===== src/rtl/regfl_reader_if.sv =====
// Burst-read request and word-stream bundle between a register file consumer and regfl_reader.
// The master drives q_in, start, start_address, length and dout_ready; the slave returns the words and status.
interface regfl_reader_if #(
    parameter int address_width  = 3,
    parameter int register_count = 2**address_width,
    parameter int data_width     = 64
);
    logic [register_count*data_width-1:0] q_in;
    logic                                 start;
    logic [address_width-1:0]             start_address;
    logic [address_width:0]               length;
    logic                                 dout_ready;
    logic [data_width-1:0]                dout;
    logic [address_width-1:0]             dout_addr;
    logic                                 dout_valid;
    logic                                 busy;
    logic                                 done;

    modport master (
        output q_in, start, start_address, length, dout_ready,
        input  dout, dout_addr, dout_valid, busy, done
    );

    modport slave (
        input  q_in, start, start_address, length, dout_ready,
        output dout, dout_addr, dout_valid, busy, done
    );
endinterface


===== src/rtl/regfl_reader.sv =====
// Streams a wrapping range of a flattened register file as one word per cycle; first word valid one cycle after start.
// Backpressure: with dout_ready low the current word and index are held, and q_in is only sampled at issue edges.
module regfl_reader #(
    parameter int address_width  = 3,
    parameter int register_count = 2**address_width,
    parameter int data_width     = 64
) (
    input  logic          clk,
    input  logic          rst,
    regfl_reader_if.slave bus
);
    typedef enum logic [1:0] {
        IDLE = 2'd0,
        READ = 2'd1,
        DONE = 2'd2
    } state_t;

    localparam logic [address_width:0]   max_len  = (address_width+1)'(register_count);
    localparam logic [address_width-1:0] last_idx = address_width'(register_count - 1);

    state_t                  state;
    logic [address_width:0]  remaining;

    logic [address_width:0]   eff_len;
    logic [address_width-1:0] next_idx;
    logic [data_width-1:0]    start_word;
    logic [data_width-1:0]    next_word;

    always_comb begin
        eff_len    = (bus.length > max_len) ? max_len : bus.length;
        next_idx   = (bus.dout_addr == last_idx) ? '0 : bus.dout_addr + 1'b1;
        start_word = bus.q_in[int'(bus.start_address)*data_width +: data_width];
        next_word  = bus.q_in[int'(next_idx)*data_width +: data_width];
    end

    always_ff @(posedge clk or posedge rst) begin
        if (rst) begin
            state          <= IDLE;
            remaining      <= '0;
            bus.dout       <= '0;
            bus.dout_addr  <= '0;
            bus.dout_valid <= 1'b0;
            bus.busy       <= 1'b0;
            bus.done       <= 1'b0;
        end else begin
            case (state)
                IDLE: begin
                    bus.done <= 1'b0;
                    if (bus.start) begin
                        if (eff_len != '0) begin
                            state          <= READ;
                            remaining      <= eff_len;
                            bus.dout       <= start_word;
                            bus.dout_addr  <= bus.start_address;
                            bus.dout_valid <= 1'b1;
                            bus.busy       <= 1'b1;
                        end else begin
                            // Zero-length burst still reports completion.
                            state    <= DONE;
                            bus.done <= 1'b1;
                        end
                    end
                end
                READ: begin
                    if (bus.dout_ready) begin
                        if (remaining > 1) begin
                            remaining     <= remaining - 1'b1;
                            bus.dout      <= next_word;
                            bus.dout_addr <= next_idx;
                        end else begin
                            state          <= DONE;
                            remaining      <= '0;
                            bus.dout_valid <= 1'b0;
                            bus.busy       <= 1'b0;
                            bus.done       <= 1'b1;
                        end
                    end
                end
                DONE: begin
                    state    <= IDLE;
                    bus.done <= 1'b0;
                end
                default: begin
                    state          <= IDLE;
                    remaining      <= '0;
                    bus.dout_valid <= 1'b0;
                    bus.busy       <= 1'b0;
                    bus.done       <= 1'b0;
                end
            endcase
        end
    end
endmodule


===== src/flat_wrapper.sv =====
// flat-port wrapper written by rule: the top's interface ports become plain ports
module regfl_reader_flat 
#(
    parameter int address_width  = 3,
    parameter int register_count = 2**address_width,
    parameter int data_width     = 64
)
  (clk, rst, bus_q_in, bus_start, bus_start_address, bus_length, bus_dout_ready, bus_dout, bus_dout_addr, bus_dout_valid, bus_busy, bus_done);
  regfl_reader_if #(.address_width(address_width), .register_count(register_count), .data_width(data_width)) bus_i ();
  input  logic clk;
  input  logic rst;
  input wire logic [$bits(bus_i.q_in)-1:0] bus_q_in;
  input wire logic [$bits(bus_i.start)-1:0] bus_start;
  input wire logic [$bits(bus_i.start_address)-1:0] bus_start_address;
  input wire logic [$bits(bus_i.length)-1:0] bus_length;
  input wire logic [$bits(bus_i.dout_ready)-1:0] bus_dout_ready;
  output wire logic [$bits(bus_i.dout)-1:0] bus_dout;
  output wire logic [$bits(bus_i.dout_addr)-1:0] bus_dout_addr;
  output wire logic [$bits(bus_i.dout_valid)-1:0] bus_dout_valid;
  output wire logic [$bits(bus_i.busy)-1:0] bus_busy;
  output wire logic [$bits(bus_i.done)-1:0] bus_done;
  assign bus_i.q_in = bus_q_in;
  assign bus_i.start = bus_start;
  assign bus_i.start_address = bus_start_address;
  assign bus_i.length = bus_length;
  assign bus_i.dout_ready = bus_dout_ready;
  assign bus_dout = bus_i.dout;
  assign bus_dout_addr = bus_i.dout_addr;
  assign bus_dout_valid = bus_i.dout_valid;
  assign bus_busy = bus_i.busy;
  assign bus_done = bus_i.done;
  regfl_reader #(.address_width(address_width), .register_count(register_count), .data_width(data_width)) u_core (.clk(clk), .rst(rst), .bus(bus_i));
endmodule

===== config.mk =====
export PLATFORM = sky130hd
export DESIGN_NAME = regfl_reader_flat
export DESIGN_NICKNAME = d
export VERILOG_FILES = /design/src/rtl/regfl_reader_if.sv /design/src/rtl/regfl_reader.sv /design/src/flat_wrapper.sv
export SDC_FILE = /design/constraint.sdc
export NUM_CORES = 1
export LEC_CHECK = 0
export CORE_AREA = 2 2 231 233
export CTS_CLUSTER_SIZE = 24
export DETAILED_ROUTE_END_ITERATION = 7
export DIE_AREA = 0 0 233 235
export GPL_TIMING_DRIVEN = 0
export PLACE_DENSITY = 0.45
export SLEW_MARGIN = 0
export SYNTH_ARGS = -nofsm -noshare
export SYNTH_HDL_FRONTEND = slang
export SYNTH_SLANG_ARGS = --single-unit

===== constraint.sdc =====
create_clock -name clk -period 2.35 [get_ports clk]
set_input_delay 0.5875 -clock clk [delete_from_list [all_inputs] [get_ports clk]]
set_output_delay 0.5875 -clock clk [all_outputs]
set_load 0.01 [all_outputs]

Word-level counts from Yosys, hierarchy flattened:

Index checks and enable logic that the tools add are counted.

* bits in registers: 75
* latch bits: 0
* memory bits (writable): 0
* memory bits (read-only): 0
* output and inout port bits: 70
* logic and storage cells: 61
* memories: 0

* add/subtract/negate cells: 2
* $mul: 0
* divide/modulo/power cells: 0
* magnitude comparators: 2
* eq/ne operators: 8
* shift operators: 2
* multiplexer cells: 32
* bitwise logic cells: 1
* reductions and logical operators: 8

Operators by type and width (count)
* 512-bit by 10-bit indexed part select with 64-bit output: 2
* 64-bit two-way mux: 4
* 64-bit case mux with 2 select lines: 1
* 4-bit two-way mux: 5
* 3-bit two-way mux: 5
* 4-bit case mux with 3 select lines: 1
* 5-bit AND reduction: 2
* 1-bit two-way mux: 8
* 2-bit two-way mux: 4
* 2-bit inequality test, second input constant: 3
* 3-bit case mux with 2 select lines: 1
* 4-bit by 1-bit > comparator with 1-bit output, second input constant: 1
* 4-bit > comparator, second input constant: 1
* 2-bit by 1-bit inequality test with 1-bit output, second input constant: 2
* 2-bit case mux with 2 select lines: 1
* 4-bit AND reduction: 1
* 4-bit nonzero test: 1
* 4-bit by 1-bit subtractor with 4-bit output, second input constant: 1
* 3-bit by 1-bit adder with 3-bit output, second input constant: 1
* 3-bit equality test, second input constant: 1
* 1-bit case mux with 3 select lines: 1
* 3-bit AND reduction: 1
* 2-bit by 1-bit equality test with 1-bit output, second input constant: 1
* 2-bit equality test, second input constant: 1
* other kinds (5): 5

Logic depth before layout (Yosys ltp):

* word-level depth: 6
* depth in mapped cells: 9

Worst setup path after synthesis:

No wires, ideal clock.

* path type: register -> register
* start point: register u_core.bus.dout_addr[0]
* end point: register u_core.bus.dout[36]
* setup time: 0.120 ns
* arrival time: 2.025 ns
* required time: 2.230 ns
* setup slack: 0.204 ns
* cell stages (with the launch flop): 10
* path buffers: 2
* clock period less this slack: 2.146 ns
* cell sequence: dfrtp_1 ha_1 ha_1 nor4b_4 a21oi_4 buf_4 clkbuf_4 mux2i_1 a32oi_1 a41o_1

* word-level cells in the longest chain between the ends: 6
* elaborated cells between the ends (all ways): 7
* those cells by class: add/sub (1); eq/ne (1); shift (1); mux (4)

Ends and longest elaborated chain
* start, declared: line regfl_reader_if.sv:26 `output dout, dout_addr, dout_valid, busy, done`
* start signal, assigned: line regfl_reader.sv:54 `bus.dout_addr <= bus.start_address;`
* start signal, assigned: line regfl_reader.sv:69 `bus.dout_addr <= next_idx;`
* 3-bit by 1-bit adder with 3-bit output or 3-bit equality test (tied branches): line regfl_reader.sv:31 `next_idx = (bus.dout_addr == last_idx) ? '0 : bus.dout_addr + 1'b1;`
* 3-bit two-way mux *: line regfl_reader.sv:31
* 512-bit by 10-bit indexed part select with 64-bit output *: line regfl_reader.sv:33 `next_word = bus.q_in[int'(next_idx)*data_width +: data_width];`
* 64-bit two-way mux *: line regfl_reader.sv:66 `if (remaining > 1) begin`
* 64-bit two-way mux *: line regfl_reader.sv:65 `if (bus.dout_ready) begin`
* 64-bit case mux with 2 select lines *: line regfl_reader.sv:46 `case (state)`
* end signal, assigned: line regfl_reader.sv:53 `bus.dout <= start_word;`
* end signal, assigned: line regfl_reader.sv:68 `bus.dout <= next_word;`
* end, declared: line regfl_reader_if.sv:26

Mark *: on every way between the ends. The rest lies on a longest branch, timed or not. The select of a mux whose other input is x is not followed.
A chain may end at the register's enable or synchronous reset.

Worst setup path after layout:

* start point: register u_core.bus.dout_addr[0]
* end point: register u_core.bus.dout[52]

The elaborated chain is that of the path after synthesis.

==> impl_metrics.env <==
export IMPL_overflow=0
export IMPL_die_h_um=235
export IMPL_async_flop_share_pct=100
export IMPL_synth_seq_area_share_pct=26.0
export IMPL_setup_viol=0
export IMPL_ant_nets=0
export IMPL_die_width_um=233
export IMPL_slew_headroom_pct=59.6
export IMPL_synth_edf_count=0
export IMPL_synthTopCellsByCount="392 x nand2_1, 130 x nand3_1, 75 x dfrtp_1, 66 x mux2i_1, 65 x a32oi_1"
export IMPL_status="finished clean"
export IMPL_io_buffers=591
export IMPL_synth_ff_type="dfrtp_1"
export IMPL_dp_hpwl_um=42500
export IMPL_cap_violations=0
export IMPL_fin_area_um2=15400
export IMPL_finalHoldViolations=0
export IMPL_syn_area_per_cell_um2=7.14
export IMPL_synth_area_um2=7220
export IMPL_layout_nets=2160
export IMPL_ff2ff_setup_slack_ns=0.03
export IMPL_path_clk_slew_ns=0.07
export IMPL_fin_ws_ns=0.0281
export IMPL_grt_first_pass_wirelength_um=74700
export IMPL_grt_pass1_vias=10608
export IMPL_h_tree_depth=3
export IMPL_grtUsageTotal_pct=19.1
export IMPL_drc=0
export IMPL_period_share_pct=98.8
export IMPL_cp_arrival_ns=2.60
export IMPL_synth_most_common_cell="nand2_1"
export IMPL_min_period_ns=2.32
export IMPL_path_buf_inv=2
export IMPL_ios=593
export IMPL_reg2reg_from="u_core.bus.dout_addr[0]"
export IMPL_leakage_nw=6.44
export IMPL_first_iter_violations=479
export IMPL_cpMostUsedCell="ha_4"
export IMPL_path_cells="ha_4 > ha_4 > nor4b_4 > a21oi_4 > buf_12 > buf_4 > nand2_2 > a32oi_2 > a41o_1"
export IMPL_fin_util_pct=29.4
export IMPL_cts_sinks=75
export IMPL_clockRootBuffer="clkbuf_16"
export IMPL_whs_ns=0.554
export IMPL_syn_num_nets=1538
export IMPL_tightest_slew_ns=0.602
export IMPL_hp_class="input pin to asynchronous set/reset pin"
export IMPL_power_mw=20.3
export IMPL_grt_max_degree=33
export IMPL_synth_area_leaders="dfrtp_1 26%, nand2_1 20%, mux2i_1 9.2%"
export IMPL_worstSetupPathType="register to register"
export IMPL_worst_setup_path_start_kind="register"
export IMPL_slowest_stage="dfrtp_2"
export IMPL_clockBufferDepth=2
export IMPL_cts_tree="built"
export IMPL_setup_tns_ns=0
export IMPL_ys_ff_latch=75
export IMPL_drive_above_1_share_pct=11.0
export IMPL_slew_viol_final=0
export IMPL_fin_cells=2327
export IMPL_rows=84
export IMPL_drtPass1Iterations=4
export IMPL_postCtsHoldBufs=0
export IMPL_crit_required_ns=2.63
export IMPL_rsz0062_at_grt="yes"
export IMPL_vias_per_cell=4.32
export IMPL_synth_top_area_share_pct=26.0
export IMPL_clock_latency_ns=0.40
export IMPL_dp_slack_ns=-1.22
export IMPL_max_freq_mhz=431
export IMPL_synth_top_area_cell="dfrtp_1"
export IMPL_vias=10044
export IMPL_area_growth_pct=113
export IMPL_yosysWarnings=0
export IMPL_wl_per_cell_um=23.3
export IMPL_dp_cells=2292
export IMPL_synth_cell_types=40
export IMPL_dpl_cell_area_um2=14000
export IMPL_gp_congestion=0.880
export IMPL_dieArea_um2=54800
export IMPL_start_util_pct=13.8
export IMPL_wirelength_um=54200
export IMPL_worstPathMaxFanout=10
export IMPL_power_density_nw_per_um2=1320
export IMPL_finClkSkew_ns=0.0139
export IMPL_coreArea_um2=52200
export IMPL_end_kind="register"
export IMPL_cpLargestDelayFamily="compound AO/OA/AOI/OAI gates"
export IMPL_n_fill_cell=5671
export IMPL_ff2ff_path_depth=9
export IMPL_synthCells=1011
export IMPL_timing_rr_end="u_core.bus.dout[52]"
export IMPL_numCtsBuffers=9
export IMPL_antenna_found_initial=4
export IMPL_ir_drop_mv=0.741
export IMPL_cp_slowest_stage_delay_ns=0.43
==> state kept, by name, summed over array words and instances (netlist names) <==
register / cells
u_core.bus.dout_addr: 3
u_core.remaining: 4
u_core.bus.done: 1
u_core.state: 2
u_core.bus.dout_valid: 1
u_core.bus.dout: 64
==> area by class of cell <==
cell class	count	area, µm²	share of cell area (%)
Inverter	7	30.0	0.195
Clock inverter	5	125	0.814
Timing Repair Buffer	613	6250	40.7
Sequential cell	75	1880	12.2
Buffer	91	868	5.65
Clock buffer	10	239	1.55
Multi-Input combinational cell	836	5110	33.2
Antenna cell	2	5.00	0.0326
Tap cell	688	861	5.60
==> routing by layer <==
layer  routed length, µm  GRT usage, %  share of wire, %  vias to the layer above
met5                   8             0             0.015                        -
met4                1340          6.45               2.5                        2
met3                3860          4.55               7.1                       55
met2               27100          34.3                50                      421
met1               21900          22.1                40                     4727
li1                    -             -                 -                     4839
==> power breakdown <==
group | leakage, nW | total [mW] | switching, mW | internal [mW]
Combinational | 5.35 | 16.0 | 8.87 | 7.18
Sequential | 0.914 | 2.41 | 0.427 | 1.98
Clock | 0.179 | 1.87 | 0.706 | 1.17
Total | 6.44 | 20.3 | 10.0 | 10.3
==> worst max path at each step <==
stage                               end               startpoint  slack (ns)  depth (start not counted)
floorplan           u_core.bus.dout[36]  u_core.bus.dout_addr[0]        0.20                          9
CTS                 u_core.bus.dout[26]  u_core.bus.dout_addr[0]       -0.03                          9
global placement    u_core.bus.dout[20]            bus_length[3]       -1.19                          7
detailed placement  u_core.bus.dout[22]            bus_length[3]       -1.22                          7
global route        u_core.bus.dout[54]  u_core.bus.dout_addr[0]       -0.06                          9
finish              u_core.bus.dout[52]  u_core.bus.dout_addr[0]        0.03                          9
==> worst reg2reg max path: cells and delay by family (launching register included) <==
family                   cells  cell delay, ns
AND/OR/NAND/NOR              2            0.50
flip-flops                   1            0.43
AO/OA/AOI/OAI                3            0.53
adder cells (fa/ha/maj)      2            0.33
buffers and inverters        2            0.40
==> cell usage in the layout (no fill, tap or decap), types with 5 or more instances in the layout <==
cell               n
buf_8              8
dfrtp_1           73
clkbuf_4          20
nand2_1          387
buf_2             12
nor2_1             8
mux2i_1           50
mux2i_4            5
inv_1              6
nor2b_1           56
nand2_2            5
a32oi_2           14
buf_4             35
o21ai_0            6
mux2i_2           11
clkdlybuf4s50_1  588
and2b_1            8
a32oi_1           51
a21oi_1            9
nand3_1          128
buf_12            15
clkbuf_16         13
buf_6             11
a41o_1            64
==> cell families (layout without fill, tap and decap cells) <==
logic type / Yosys count / count (layout) / synth area share (%)
DFF: 75 / 75 / 26.0
muxes: 67 / 67 / 9.31
other: 0 / 2 / 0
and+or+nand+nor: 610 / 610 / 37.5
adders and majority gates: 4 / 4 / 0.694
AOI/OAI and AO/OA: 155 / 155 / 19.3
buffers and inverters: 100 / 726 / 7.14
==> timing repair <==
item / in CTS / in global routing
gates cloned: 1 / 4
pin swaps: 6 / 11
endpoints found under the setup margin: 67 / 66
resized for setup: 117 / 93
setup buffers: 13 / 3
No activity file was read; power rests on OpenSTA's default activity.
